### src/rtl/lcd_sequencer_pkg.sv
// Shared constants for the LCD front-end sequencer: engine commands, FSM states
// and the power-up wait computation.
package lcd_sequencer_pkg;

    localparam logic [10:0] CMD_FUNC_SET   = 11'h038;
    localparam logic [10:0] CMD_DISPLAY_ON = 11'h00C;
    localparam logic [10:0] CMD_CLEAR      = 11'h001;
    localparam logic [10:0] CMD_ENTRY_MODE = 11'h006;
    localparam logic [10:0] CMD_WRITE_DATA = 11'h200;
    localparam logic [1:0]  INIT_LAST      = 2'd3;

    typedef enum logic [2:0] {
        ST_PWRUP,
        ST_INIT_ISSUE,
        ST_INIT_WAIT,
        ST_IDLE,
        ST_GRANT,
        ST_RUN
    } state_t;

    function automatic logic [10:0] init_cmd(input logic [1:0] idx);
        logic [10:0] cmd;
        case (idx)
            2'd0:    cmd = CMD_FUNC_SET;
            2'd1:    cmd = CMD_DISPLAY_ON;
            2'd2:    cmd = CMD_CLEAR;
            default: cmd = CMD_ENTRY_MODE;
        endcase
        return cmd;
    endfunction

    // 15 ms of clock cycles, rounded up, never less than one cycle.
    function automatic int pwr_tact(input int clock_hz);
        longint t;
        t = (longint'(clock_hz) * 15 + 999) / 1000;
        return (t < 1) ? 1 : int'(t);
    endfunction

endpackage

### src/rtl/lcd_sequencer_rr_arbiter.sv
// Combinational round-robin pick: first asserted request at or after the pointer,
// returned both one-hot and as an index.
module lcd_sequencer_rr_arbiter #(
    parameter int N_REQ = 2
) (
    input  logic [N_REQ-1:0]         req,
    input  logic [$clog2(N_REQ)-1:0] ptr,
    output logic [N_REQ-1:0]         grant,
    output logic [$clog2(N_REQ)-1:0] grant_idx
);

    logic found;

    always_comb begin
        grant     = '0;
        grant_idx = '0;
        found     = 1'b0;
        for (int i = 0; i < N_REQ; i++) begin
            if (!found && req[(int'(ptr) + i) % N_REQ]) begin
                found = 1'b1;
                grant[(int'(ptr) + i) % N_REQ] = 1'b1;
                grant_idx = ($clog2(N_REQ))'((int'(ptr) + i) % N_REQ);
            end
        end
    end

endmodule

### src/rtl/lcd_sequencer.sv
// LCD write-engine front end: power-up wait, init command list, then round-robin
// sharing of the engine between requesters, with a stall watchdog forcing re-init.
module lcd_sequencer
    import lcd_sequencer_pkg::*;
#(
    parameter int CLOCK     = 2614,
    parameter int WIDTH_MEM = 4,
    parameter int N_REQ     = 2,
    parameter int TIMEOUT   = 64
) (
    input  logic                       i_clk,
    input  logic                       i_rst_n,
    input  logic [N_REQ-1:0]           i_req,
    input  logic [N_REQ*WIDTH_MEM-1:0] i_addr_begin,
    input  logic [N_REQ*WIDTH_MEM-1:0] i_addr_end,
    input  logic                       i_done,
    output logic                       o_start,
    output logic [10:0]                o_command,
    output logic [WIDTH_MEM-1:0]       o_addr_begin,
    output logic [WIDTH_MEM-1:0]       o_addr_end,
    output logic [N_REQ-1:0]           o_grant,
    output logic [N_REQ-1:0]           o_done,
    output logic                       o_ready,
    output logic                       o_err
);

    localparam int PWR_TACT = pwr_tact(CLOCK);
    localparam int PC_W     = $clog2(PWR_TACT + 1);
    localparam int WD_W     = $clog2(TIMEOUT + 1);
    localparam int PW       = $clog2(N_REQ);

    state_t               state;
    logic [PC_W-1:0]      pwr_cnt;
    logic [WD_W-1:0]      wd_cnt;
    logic [1:0]           init_idx;
    logic [PW-1:0]        rr_ptr;
    logic [N_REQ-1:0]     arb_grant;
    logic [PW-1:0]        arb_idx;
    logic [WIDTH_MEM-1:0] win_begin;
    logic [WIDTH_MEM-1:0] win_end;
    logic                 wd_expired;

    lcd_sequencer_rr_arbiter #(.N_REQ(N_REQ)) u_arb (
        .req       (i_req),
        .ptr       (rr_ptr),
        .grant     (arb_grant),
        .grant_idx (arb_idx)
    );

    assign win_begin = i_addr_begin[arb_idx*WIDTH_MEM +: WIDTH_MEM];
    assign win_end   = i_addr_end[arb_idx*WIDTH_MEM +: WIDTH_MEM];

    // Engine handshake: o_start is a one-cycle strobe on which the engine latches
    // o_command/o_addr_*; i_done is its one-cycle completion strobe, honoured only
    // while a transaction is outstanding (INIT_WAIT/RUN). A coincident i_done
    // beats the watchdog, which fires TIMEOUT cycles after o_start.
    assign wd_expired = ((state == ST_INIT_WAIT) || (state == ST_RUN)) && !i_done
                        && (wd_cnt == WD_W'(TIMEOUT - 1));

    always_ff @(posedge i_clk or negedge i_rst_n) begin
        if (!i_rst_n) begin
            state        <= ST_PWRUP;
            pwr_cnt      <= '0;
            wd_cnt       <= '0;
            init_idx     <= '0;
            rr_ptr       <= '0;
            o_start      <= 1'b0;
            o_command    <= '0;
            o_addr_begin <= '0;
            o_addr_end   <= '0;
            o_grant      <= '0;
            o_done       <= '0;
            o_ready      <= 1'b0;
            o_err        <= 1'b0;
        end else begin
            o_start <= 1'b0;
            o_done  <= '0;
            o_err   <= 1'b0;
            case (state)
                ST_PWRUP: begin
                    if (pwr_cnt == PC_W'(PWR_TACT)) begin
                        pwr_cnt      <= '0;
                        o_command    <= init_cmd(init_idx);
                        o_addr_begin <= '0;
                        o_addr_end   <= '0;
                        o_start      <= 1'b1;
                        wd_cnt       <= '0;
                        state        <= ST_INIT_ISSUE;
                    end else begin
                        pwr_cnt <= pwr_cnt + 1'b1;
                    end
                end
                ST_INIT_ISSUE: begin
                    wd_cnt <= wd_cnt + 1'b1;
                    state  <= ST_INIT_WAIT;
                end
                ST_INIT_WAIT: begin
                    if (i_done) begin
                        if (init_idx == INIT_LAST) begin
                            init_idx <= '0;
                            o_ready  <= 1'b1;
                            state    <= ST_IDLE;
                        end else begin
                            init_idx  <= init_idx + 2'd1;
                            o_command <= init_cmd(init_idx + 2'd1);
                            o_start   <= 1'b1;
                            wd_cnt    <= '0;
                            state     <= ST_INIT_ISSUE;
                        end
                    end else begin
                        wd_cnt <= wd_cnt + 1'b1;
                    end
                end
                ST_IDLE: begin
                    if (|i_req) begin
                        o_grant      <= arb_grant;
                        o_addr_begin <= win_begin;
                        o_addr_end   <= win_end;
                        o_command    <= CMD_WRITE_DATA;
                        o_start      <= 1'b1;
                        wd_cnt       <= '0;
                        rr_ptr       <= (int'(arb_idx) == N_REQ - 1) ? '0 : arb_idx + 1'b1;
                        state        <= ST_GRANT;
                    end
                end
                ST_GRANT: begin
                    wd_cnt <= wd_cnt + 1'b1;
                    state  <= ST_RUN;
                end
                ST_RUN: begin
                    if (i_done) begin
                        o_done  <= o_grant;
                        o_grant <= '0;
                        state   <= ST_IDLE;
                    end else begin
                        wd_cnt <= wd_cnt + 1'b1;
                    end
                end
                default: state <= ST_PWRUP;
            endcase

            // Stalled engine: drop the transaction silently and redo the whole
            // power-up/init; held requests are picked up again afterwards.
            if (wd_expired) begin
                o_err    <= 1'b1;
                o_ready  <= 1'b0;
                o_grant  <= '0;
                init_idx <= '0;
                pwr_cnt  <= '0;
                state    <= ST_PWRUP;
            end
        end
    end

endmodule

### config.mk
export PLATFORM = sky130hd
export DESIGN_NAME = lcd_sequencer
export DESIGN_NICKNAME = d
export VERILOG_FILES = /design/src/rtl/lcd_sequencer_pkg.sv /design/src/rtl/lcd_sequencer_rr_arbiter.sv /design/src/rtl/lcd_sequencer.sv
export SDC_FILE = /design/constraint.sdc
export NUM_CORES = 1
export LEC_CHECK = 0
export ABC_AREA = 1
export BUFFER_PORTS_ARGS = -buffer_cell sky130_fd_sc_hd__buf_2
export CORE_MARGIN = 4
export CORE_UTILIZATION = 55
export CTS_BUF_LIST = sky130_fd_sc_hd__clkbuf_8 sky130_fd_sc_hd__clkbuf_16
export DETAILED_ROUTE_END_ITERATION = 10
export HOLD_SLACK_MARGIN = 0.05
export PLACE_DENSITY = 0.76
export SYNTH_ARGS = -nofsm -noshare
export SYNTH_HDL_FRONTEND = slang
export SYNTH_HIERARCHICAL = 1
export SYNTH_SLANG_ARGS = --single-unit
### constraint.sdc
create_clock -name i_clk -period 1.6 [get_ports i_clk]
set_input_delay 0.16 -clock i_clk [delete_from_list [all_inputs] [get_ports i_clk]]
set_output_delay 0.16 -clock i_clk [all_outputs]
set_load 0.01 [all_outputs]
==> results of run 1 <==
## worst register-to-register path: cells and delay by family, from the launching register on
family                     cells  cell delay, ns
DFF                            1            0.40
adders and majority gates      1            0.14
buffers and inverters          2            0.16
AOI/OAI and AO/OA              1            0.24
and+or+nand+nor                5            0.46
## logic make-up after synthesis
group / count (synthesis)
and+or+nand+nor: 150
AOI/OAI and AO/OA: 48
buffers and inverters: 53
adders and majority gates: 10
other: 1
xor gates and xnor gates: 4
DFF: 40
## final cells by class
class | instances | area share, %
multi-input cells | 216 | 42.9
flip-flops and latches | 40 | 34.9
repair buffers | 54 | 11.0
inverters | 42 | 5.66
clock buffers | 6 | 2.87
well taps | 50 | 2.18
clock inverters | 2 | 0.522
## cell usage in the layout, fill, tap and decap left out, types with 7 or more instances in the layout
master / instances
nand2_1: 85
buf_2: 42
dfrtp_1: 38
inv_1: 33
nand3_1: 19
nor2_1: 18
o21ai_1: 15
o21ai_0: 12
buf_4: 10
ha_1: 9
o211ai_1: 8
inv_2: 7
## flip-flops by register name, summed over array words and instances (netlist names)
name and cells:
o_addr_begin 4, o_err 1, state 3, rr_ptr 1, wd_cnt 7, o_ready 1, init_idx 2, o_command 6
o_done 2, pwr_cnt 6, o_grant 2, o_start 1, o_addr_end 4
## metal layers
| metal | track usage [%] | vias to the layer above | wire length, um |
|---|---|---|---|
| met5 | 0 | - | 0 |
| met3 | 4.73 | 5 | 289 |
| li1 | - | 1077 | - |
| met2 | 33.5 | 57 | 2370 |
| met4 | 4.15 | 0 | 46 |
| met1 | 26.0 | 935 | 2330 |
## path summary, 6_finish.rpt
| check | slack, ns | end |
|---|---|---|
| max | 0.11 | wd_cnt[6] |
| min | 0.17 | o_addr_end[3] |
| max reg2reg | 0.11 | wd_cnt[6] |
| min reg2reg | 0.48 | o_command[9] |
| max in group asynchronous | 0.76 | o_addr_end[1] |
| min in group asynchronous | 0.35 | wd_cnt[0] |
## timing repair
action | in CTS | in global routing
pin swaps | 0 | 5
endpoints found under the setup margin | 7 | 18
gates resized for setup | 1 | 11
setup buffers | 0 | 3
hold endpoints to repair | 19 | 0
hold buffers | 1 | 0
## per-stage QoR
step / setup WS [ns] / std cells / total power [mW] / hold WS, ns / area, sq um
after global routing: -0.00861 / 410 / 4.47 / 0.194 / 2870
after floorplan: 0.143 / 309 / 2.78 / -0.136 / 2430
after CTS: 0.0113 / 407 / 4.01 / 0.164 / 2820
after global placement: 0.0395 / 398 / 3.22 / 0.151 / 2700
after detailed placement: -0.0397 / 398 / 3.27 / 0.151 / 2700
final: 0.107 / 410 / 4.12 / 0.165 / 2870
## power groups by stage
stage	clock network, mW	registers, mW	logic, mW
final	0.723	1.40	2.00
after global routing	0.767	1.44	2.26
after CTS	0.735	1.40	1.87
after detailed placement	0	1.42	1.85
after global placement	0	1.41	1.81
after floorplan	0	1.45	1.34
==> run metrics, run 1 <==
die area=5530 sq um; Min Clock Period, post-route=1.49 ns; DP Wirelength=3890 um; global placer's final weighted congestion=0.892; FP Rows=23; CTS tree=done; Layout Area Growth over Synthesis=18.7%; status=finished, final reports clean; CP max stage delay=0.40 ns; list of most frequent post-synthesis cells=nand2_1 (86), dfrtp_1 (40), inv_1 (35); Stages on worst setup path=9; drt drc=0; hold depth=3; clock sinks=40; Final Setup Violations=0; Simple-Gate Fraction of Synth Area=30.3%; FF/Latch Area=1000 sq um; switching share of power=43.0%; R2R cell count=9; sequential share of the synthesized area=41.3%; multi-input logic area=1230 sq um; switching power=1.77 mW; pin count of the biggest net entering global routing=22; Compound-Gate Fraction of Synth Area=11.7%; Core Util, Final=69.8%; initial antenna violation count=0; fin. max-slew vios=0; #FFs+latches synth=40; hold path startpoint=i_addr_end[3]; critical path, cell by cell=inv_2 -> ha_4 -> nand3_4 -> o21ai_4 -> nand2_4 -> nor2_8 -> inv_4 -> nand2_1 -> nand2_1; Peak VDD IR=0.000684 V; vias in the first global route=1,908; Root Driver=clkbuf_8; library cells used by synthesis=33; leading area contributor after synthesis=dfrtp_1; diode count=0; gr ovfl total=0; maxcap violations=0; clk_lat worst skew=0.30 ns; crit-path most repeated cell=nand2_1; clk slew on worst S/H paths=0.09 ns; clk buf depth=2; Synth Area in XOR/XNOR=1.45%; post-route clock skew=0.0119 ns; setup TNS=0 ns; Synth Area per Inst=7.91 sq um; Hold Path Class=in2reg; Mapped Area=2420 sq um; prevailing post-synth register cell=dfrtp_1; mux share of post-synthesis cell area=0%; DR pass1 iterations=4; top-count cell post-synth=nand2_1; final wirelength=5040 um; die height=74.3 um; Top Family by Delay on Critical Path=simple AND/OR/NAND/NOR gates; Max FO, Critical Path=8; H-Tree Depth=2; Die W=74.3 um; Buffers & Inverters on Critical Path=2; endpoint type of the worst setup path=flop; Iter 0 DRT Violations=132; vias after detailed routing=2,074; synth warn=6; sequential power share=34.0%; Layout fillers=340; CP arrival=1.69 ns; largest family of logic cells by synthesized area=simple AND/OR/NAND/NOR gates; via/cell ratio=5.06; Gate power share=48.4%; Clk network pwr share=17.5%; CP Launch Type=flop; FF-to-FF Start=pwr_cnt[1]; final hold vios=0; CTS buffer count=5; share of the synthesized area in the top cell type=41.3%; top post-synthesis cells by area=dfrtp_1 (41%), nand2_1 (13%), inv_1 (5.4%), ha_1 (5.2%), nand3_1 (4.1%); area share of fa/ha/maj cells after synthesis=5.17%; Power Density=1430 nW/um^2; Final ANT Viol Nets=0; Worst EP required=1.79 ns; overall routing resource usage=19.8%; worst setup path startpoint=pwr_cnt[1]; layout cells sized above 1=26.4%; Int Pwr=2.35 mW; critical path class=reg2reg; Static Leak=1.52 nW; Starting Density=58.8%; # port buffers=42; Post-synth ARST share=100%; Layout Nets=390; Tcrit/Tclk final=93.3%; Slowest-stage cell, CP=dfrtp_1; DR WL/cell=12.3 um; Post-synth EDFFs=0; # IOs=47; FMAX=0.670 GHz; Syn Inst Count=306; first-pass GRT wire length=8450 um; Core Area=4120 sq um
Power figures use the tool's default switching activity.
==> run 2: changes to the inputs <==
- CELL_PAD_IN_SITES_DETAIL_PLACEMENT: default -> 1
- CELL_PAD_IN_SITES_GLOBAL_PLACEMENT: default -> 2
- CORE_UTILIZATION: 55 -> 32
- PLACE_DENSITY: 0.76 -> 0.77
==> run metrics, run 2 (synthesis results as in run 1) <==
reg-to-reg endpoint=wd_cnt[3]; clock sinks=40 (unchanged); Slew HR=64.6%; most common cell after layout, fill and taps aside=nand2_1; Setup WS post-layout=0.0829 ns (-0.0242 ns); Reg2Reg Setup Slack=0.08 ns (-0.02 ns); # IOs=47 (unchanged); Min Clock Period, post-route=1.52 ns (+0.0242 ns); DR WL/cell=13.3 um (+8.2%); Tcrit/Tclk final=94.8% (+1.5 points); drt drc=0 (unchanged); maxcap violations=0 (unchanged); Core Util, Final=41.6% (-28 points); Final Setup Violations=0 (unchanged); FF-to-FF Start=pwr_cnt[1]; Hold EP=o_addr_begin[2]; vias after detailed routing=2,155 (+3.9%); die height=95.0 um (+28%); status=finished, final reports clean; Placement Cell Area=2770 sq um (+2.6%); vias in the first global route=2,180 (+14%); global placer's final weighted congestion=0.797 (-11%); post-route clock skew=0.0111 ns (-0.000770 ns); Peak VDD IR=0.000669 V (-2.2%); # port buffers=42 (unchanged); DR pass1 iterations=4 (unchanged); hold path startpoint=i_addr_begin[2]; Core Area=7290 sq um (+77%); worst-margin pin slew=0.531 ns; Layout Nets=400 (+2.6%); overall routing resource usage=14.7% (-5.1 points); Final ANT Viol Nets=0 (unchanged); Die W=95.0 um (+28%); critical path class=reg2reg; clk buf depth=2 (unchanged); initial antenna violation count=0 (unchanged); layout cells sized above 1=30.3% (+3.9 points); Root Driver=clkbuf_8; Layout fillers=957 (+180%); fin. max-slew vios=0 (unchanged); pin count of the biggest net entering global routing=41 (+86%); final hold vios=0 (unchanged); hold depth=3 (unchanged); CTS tree=done; Pwr Total=4.50 mW (+9.1%); Power Density=1480 nW/um^2 (+3.3%); most frequent cells in the layout=nand2_1 (83), buf_2 (42), dfrtp_1 (37); clk slew on worst S/H paths=0.09 ns (about the same); die area=9020 sq um (+63%); H-Tree Depth=2 (unchanged); Slowest-stage cell, CP=dfrtp_1; CP arrival=1.75 ns (+0.06 ns); Static Leak=1.57 nW (+3.2%); R2R cell count=9 (unchanged); Max FO, Critical Path=7 (-1); Largest regs=wd_cnt x7, o_command x6, pwr_cnt x6; critical path, cell by cell=inv_1 -> ha_4 -> nand3_4 -> o21ai_4 -> nand2_4 -> nor2_8 -> buf_4 -> nand2_1 -> nand2_1; CTS buffer count=5 (unchanged); Reg with most FFs=wd_cnt; CP Launch Type=flop; diode count=0 (unchanged); setup TNS=0 ns (unchanged); DP Wirelength=4690 um (+20%); Worst EP required=1.83 ns (+0.04 ns); FMAX=0.659 GHz (-1.6%); Largest register FFs=7 (unchanged); via/cell ratio=4.59 (-9.2%); FP Rows=31 (+35%); Starting Density=33.2% (-26 points); Hold Path Class=in2reg; gr ovfl total=0 (unchanged); Iter 0 DRT Violations=48 (-64%); Post-Place Worst Slack=0.00182 ns (+0.0415 ns); first-pass GRT wire length=10,500 um (+24%); Finished Cell Area=3030 sq um (+5.6%); CP max stage delay=0.39 ns (about the same); clk_lat worst skew=0.30 ns (about the same); crit-path most repeated cell=nand2_1; endpoint type of the worst setup path=flop; final wirelength=6240 um (+24%); Layout Area Growth over Synthesis=25.3%
run 2: worst max-delay path, delay by kind of cell, from the launching register on:
kind                     cells  cell delay, ns
AND/OR/NAND/NOR              5            0.44
flip-flops                   1            0.39
buffers and inverters        2            0.25
AO/OA/AOI/OAI                1            0.22
adder cells (fa/ha/maj)      1            0.16
run 2: per-layer routing:
layer	vias to the layer above	share of wire, %	track usage [%]
li1	1098	-	-
met1	1019	48	20.0
met5	-	0	0
met3	4	4.0	3.27
met2	34	48	23.8
met4	0	0.64	3.25
run 2: final cells by class:
cell class                 instances  area (sq um)  area share [%]
multi-input combinational        216          1250            41.3
sequential                        40          1000            33.1
timing repair buffer              64           378            12.5
inverter                          42           163            5.36
tap                               99           124            4.08
clock buffer                       5          68.8            2.27
clock inverter                     3          42.5            1.40
run 2: worst max path at each step:
stage,from,to,cells after the start,slack (ns)
after CTS,wd_cnt[0],state[1],8,0.02
after global routing,pwr_cnt[1],wd_cnt[4],9,-0.02
final,pwr_cnt[1],wd_cnt[3],9,0.08
after floorplan,pwr_cnt[0],wd_cnt[4],9,0.14
after global placement,state[1],wd_cnt[5],8,0.04
after detailed placement,state[1],pwr_cnt[3],7,0.002
run 2: what timing repair did:
item                                    in CTS  in global routing
buffers inserted                             0                 10
hold endpoints to repair                    40                  0
hold buffers                                 1                  0
endpoints found under the setup margin       1                 30
gates resized for setup                      2                 17
pin swaps                                    0                  5
run 2: stage by stage:
| step | instances | hold slack, ns |
|---|---|---|
| floorplan | 309 | -0.136 |
| global placement | 450 | 0.269 |
| detailed placement | 450 | 0.274 |
| CTS | 459 | 0.163 |
| global route | 469 | 0.176 |
| finish | 469 | 0.165 |
run 2: power breakdown:
group	switching, mW	internal (mW)
clock network	0.394	0.462
registers	0.191	1.23
logic	1.31	0.910
total	1.89	2.61
==> run 3: changes to the inputs <==
- SETUP_SLACK_MARGIN: default -> 0.2
- clock period: 1.6 -> 1.4 ns (I/O delays scaled with it)
==> run metrics, run 3 (synthesis results as in run 1) <==
Layout Area Growth over Synthesis=41.1%; Top Family by Delay on Critical Path=simple AND/OR/NAND/NOR gates; CTS tree=done; Layout Nets=426 (+6.5%); Reg with most FFs=wd_cnt; critical path class=reg2reg; Largest regs=wd_cnt x7, o_command x6, pwr_cnt x6; endpoint type of the worst setup path=flop; Max FO, Critical Path=8 (+1); Peak VDD IR=0.000691 V (+3.3%); drt drc=0 (unchanged); # IOs=47 (unchanged); final wirelength=6590 um (+5.7%); critical path, cell by cell=inv_2 -> ha_4 -> nand3_4 -> o21ai_4 -> nand2_4 -> nor2_8 -> inv_4 -> nand2_1 -> nand2_1; post-route clock skew=0.00836 ns (-0.00278 ns); Min Clock Period, post-route=1.44 ns (-0.0795 ns); FF-to-FF Start=pwr_cnt[1]; Hold Path Class=in2reg; Layout fillers=925 (-3.3%); hold path startpoint=i_addr_end[3]; Root Driver=clkbuf_8; R2R cell count=9 (unchanged); pin count of the biggest net entering global routing=35 (-15%); Slowest-stage cell, CP=dfrtp_1; clk buf depth=2 (unchanged); clk_lat worst skew=0.30 ns (about the same); Final Instance Count excl. Fillers=495 (+5.5%); vias after detailed routing=2,287 (+6.1%); DR WL/cell=13.3 um (+0.17%); die height=95.0 um (unchanged); H-Tree Depth=2 (unchanged); hold depth=3 (unchanged); CTS buffer count=5 (unchanged); vias in the first global route=2,359 (+8.2%); Tcrit/Tclk final=103% (+7.9 points); Worst EP required=1.59 ns (-0.24 ns); CP max stage delay=0.40 ns (about the same); Static Leak=1.73 nW (+9.8%); fin. max-slew vios=0 (unchanged); via/cell ratio=4.62 (+0.55%); failing checks=setup timing; most frequent cells in the layout=nand2_1 (73), buf_2 (42), buf_4 (40); gr ovfl total=0 (unchanged); Min Hold Slack=0.129 ns (-0.0365 ns); CP arrival=1.63 ns (-0.12 ns); layout cells sized above 1=41.9% (+12 points); status=finished with violations; Power Density=1660 nW/um^2 (+12%); Setup WS post-layout=-0.0376 ns (-0.120 ns); Die W=95.0 um (unchanged); Core Area=7290 sq um (unchanged); crit-path most repeated cell=nand2_1; global placer's final weighted congestion=0.822 (+3.0%); CP Launch Type=flop; Buffers & Inverters on Critical Path=2 (unchanged); first-pass GRT wire length=11,200 um (+6.6%); # placed instances=470 (+4.4%); diode count=0 (unchanged); clock sinks=40 (unchanged); Final Setup Violations=8 (+8); DP Wirelength=4820 um (+2.8%); RSZ-0062 raised after global routing=yes; FMAX=0.696 GHz (+5.5%); reg-to-reg endpoint=wd_cnt[1]; die area=9020 sq um (unchanged); DR pass1 iterations=4 (unchanged); final hold vios=0 (unchanged); overall routing resource usage=15.9% (+1.2 points); clk slew on worst S/H paths=0.09 ns (about the same); most common cell after layout, fill and taps aside=nand2_1; Reg2Reg Setup Slack=-0.04 ns (-0.12 ns); Final ANT Viol Nets=0 (unchanged); FP Rows=31 (unchanged); Core Util, Final=46.9% (+5.3 points); Starting Density=33.2% (unchanged); Iter 0 DRT Violations=38 (-21%); Hold EP=o_addr_end[3]; Largest register FFs=7 (unchanged); initial antenna violation count=0 (unchanged); maxcap violations=0 (unchanged); # port buffers=42 (unchanged)
run 3: cell types whose count changed in the layout (fill, tap and decap cells not counted), sizes merged:
| cell | previous run | this run |
|---|---|---|
| clkinv | 1 | 2 |
| clkinvlp | 1 | 0 |
| bufinv | 1 | 0 |
| clkbuf | 5 | 6 |
| nand3 | 23 | 24 |
| buf | 63 | 87 |
| nor2 | 24 | 25 |
run 3: area by class of cell:
type,instances,area (sq um),area share [%]
Multi-Input combinational cell,218,1440,42.1
Sequential cell,40,1000,29.4
Timing Repair Buffer,88,586,17.1
Inverter,42,173,5.05
Tap cell,99,124,3.63
Clock buffer,6,82.6,2.42
Clock inverter,2,10.0,0.293
run 3: metrics by stage:
step / setup TNS (ns) / instance area, sq um / worst slack, ns / power (mW)
after floorplan: 0 / 2490 / 0.0234 / 3.27
after global placement: -0.337 / 2990 / -0.0484 / 4.22
after detailed placement: -0.596 / 2990 / -0.0963 / 4.29
after CTS: -0.177 / 3290 / -0.0256 / 5.48
after global routing: -2.01 / 3420 / -0.122 / 6.13
final: -0.158 / 3420 / -0.0376 / 5.67
run 3: per-layer routing:
layer | routed length, um | track usage [%] | vias up
li1 | - | - | 1148
met1 | 2860 | 19.5 | 1095
met2 | 3400 | 27.7 | 38
met3 | 249 | 3.67 | 6
met4 | 86 | 4.69 | 0
met5 | 0 | 0 | -
run 3: timing repair:
item | in CTS | in global routing
buffers inserted | 8 | 6
pin swaps | 14 | 8
resized for setup | 26 | 29
hold endpoints to repair | 40 | 0
cloned | 2 | 0
setup endpoints to repair | 38 | 38
hold buffers | 1 | 0
run 3: power breakdown:
| part | switching, mW | internal (mW) | total [mW] | leakage, nW |
|---|---|---|---|---|
| registers | 0.209 | 1.41 | 1.62 | 0.532 |
| clock network | 0.431 | 0.394 | 0.825 | 0.0510 |
| logic | 1.80 | 1.42 | 3.22 | 1.14 |
run 3: worst max-delay path by stage:
stage                     startpoint             to  slack (ns)  cells past startpoint
final                     pwr_cnt[1]      wd_cnt[1]       -0.04                      9
after global routing      pwr_cnt[0]      wd_cnt[1]       -0.12                      9
after CTS                 pwr_cnt[1]      wd_cnt[4]       -0.03                      9
after detailed placement    state[1]     o_grant[0]        -0.1                      9
after global placement      state[1]     pwr_cnt[2]       -0.05                      7
after floorplan           pwr_cnt[1]  o_addr_end[2]        0.02                     10
run 3: tightest hold or removal path, delay by kind of cell:
kind | cells | cell delay, ns
AOI/OAI and AO/OA | 2 | 0.19
buffers and inverters | 1 | 0.08
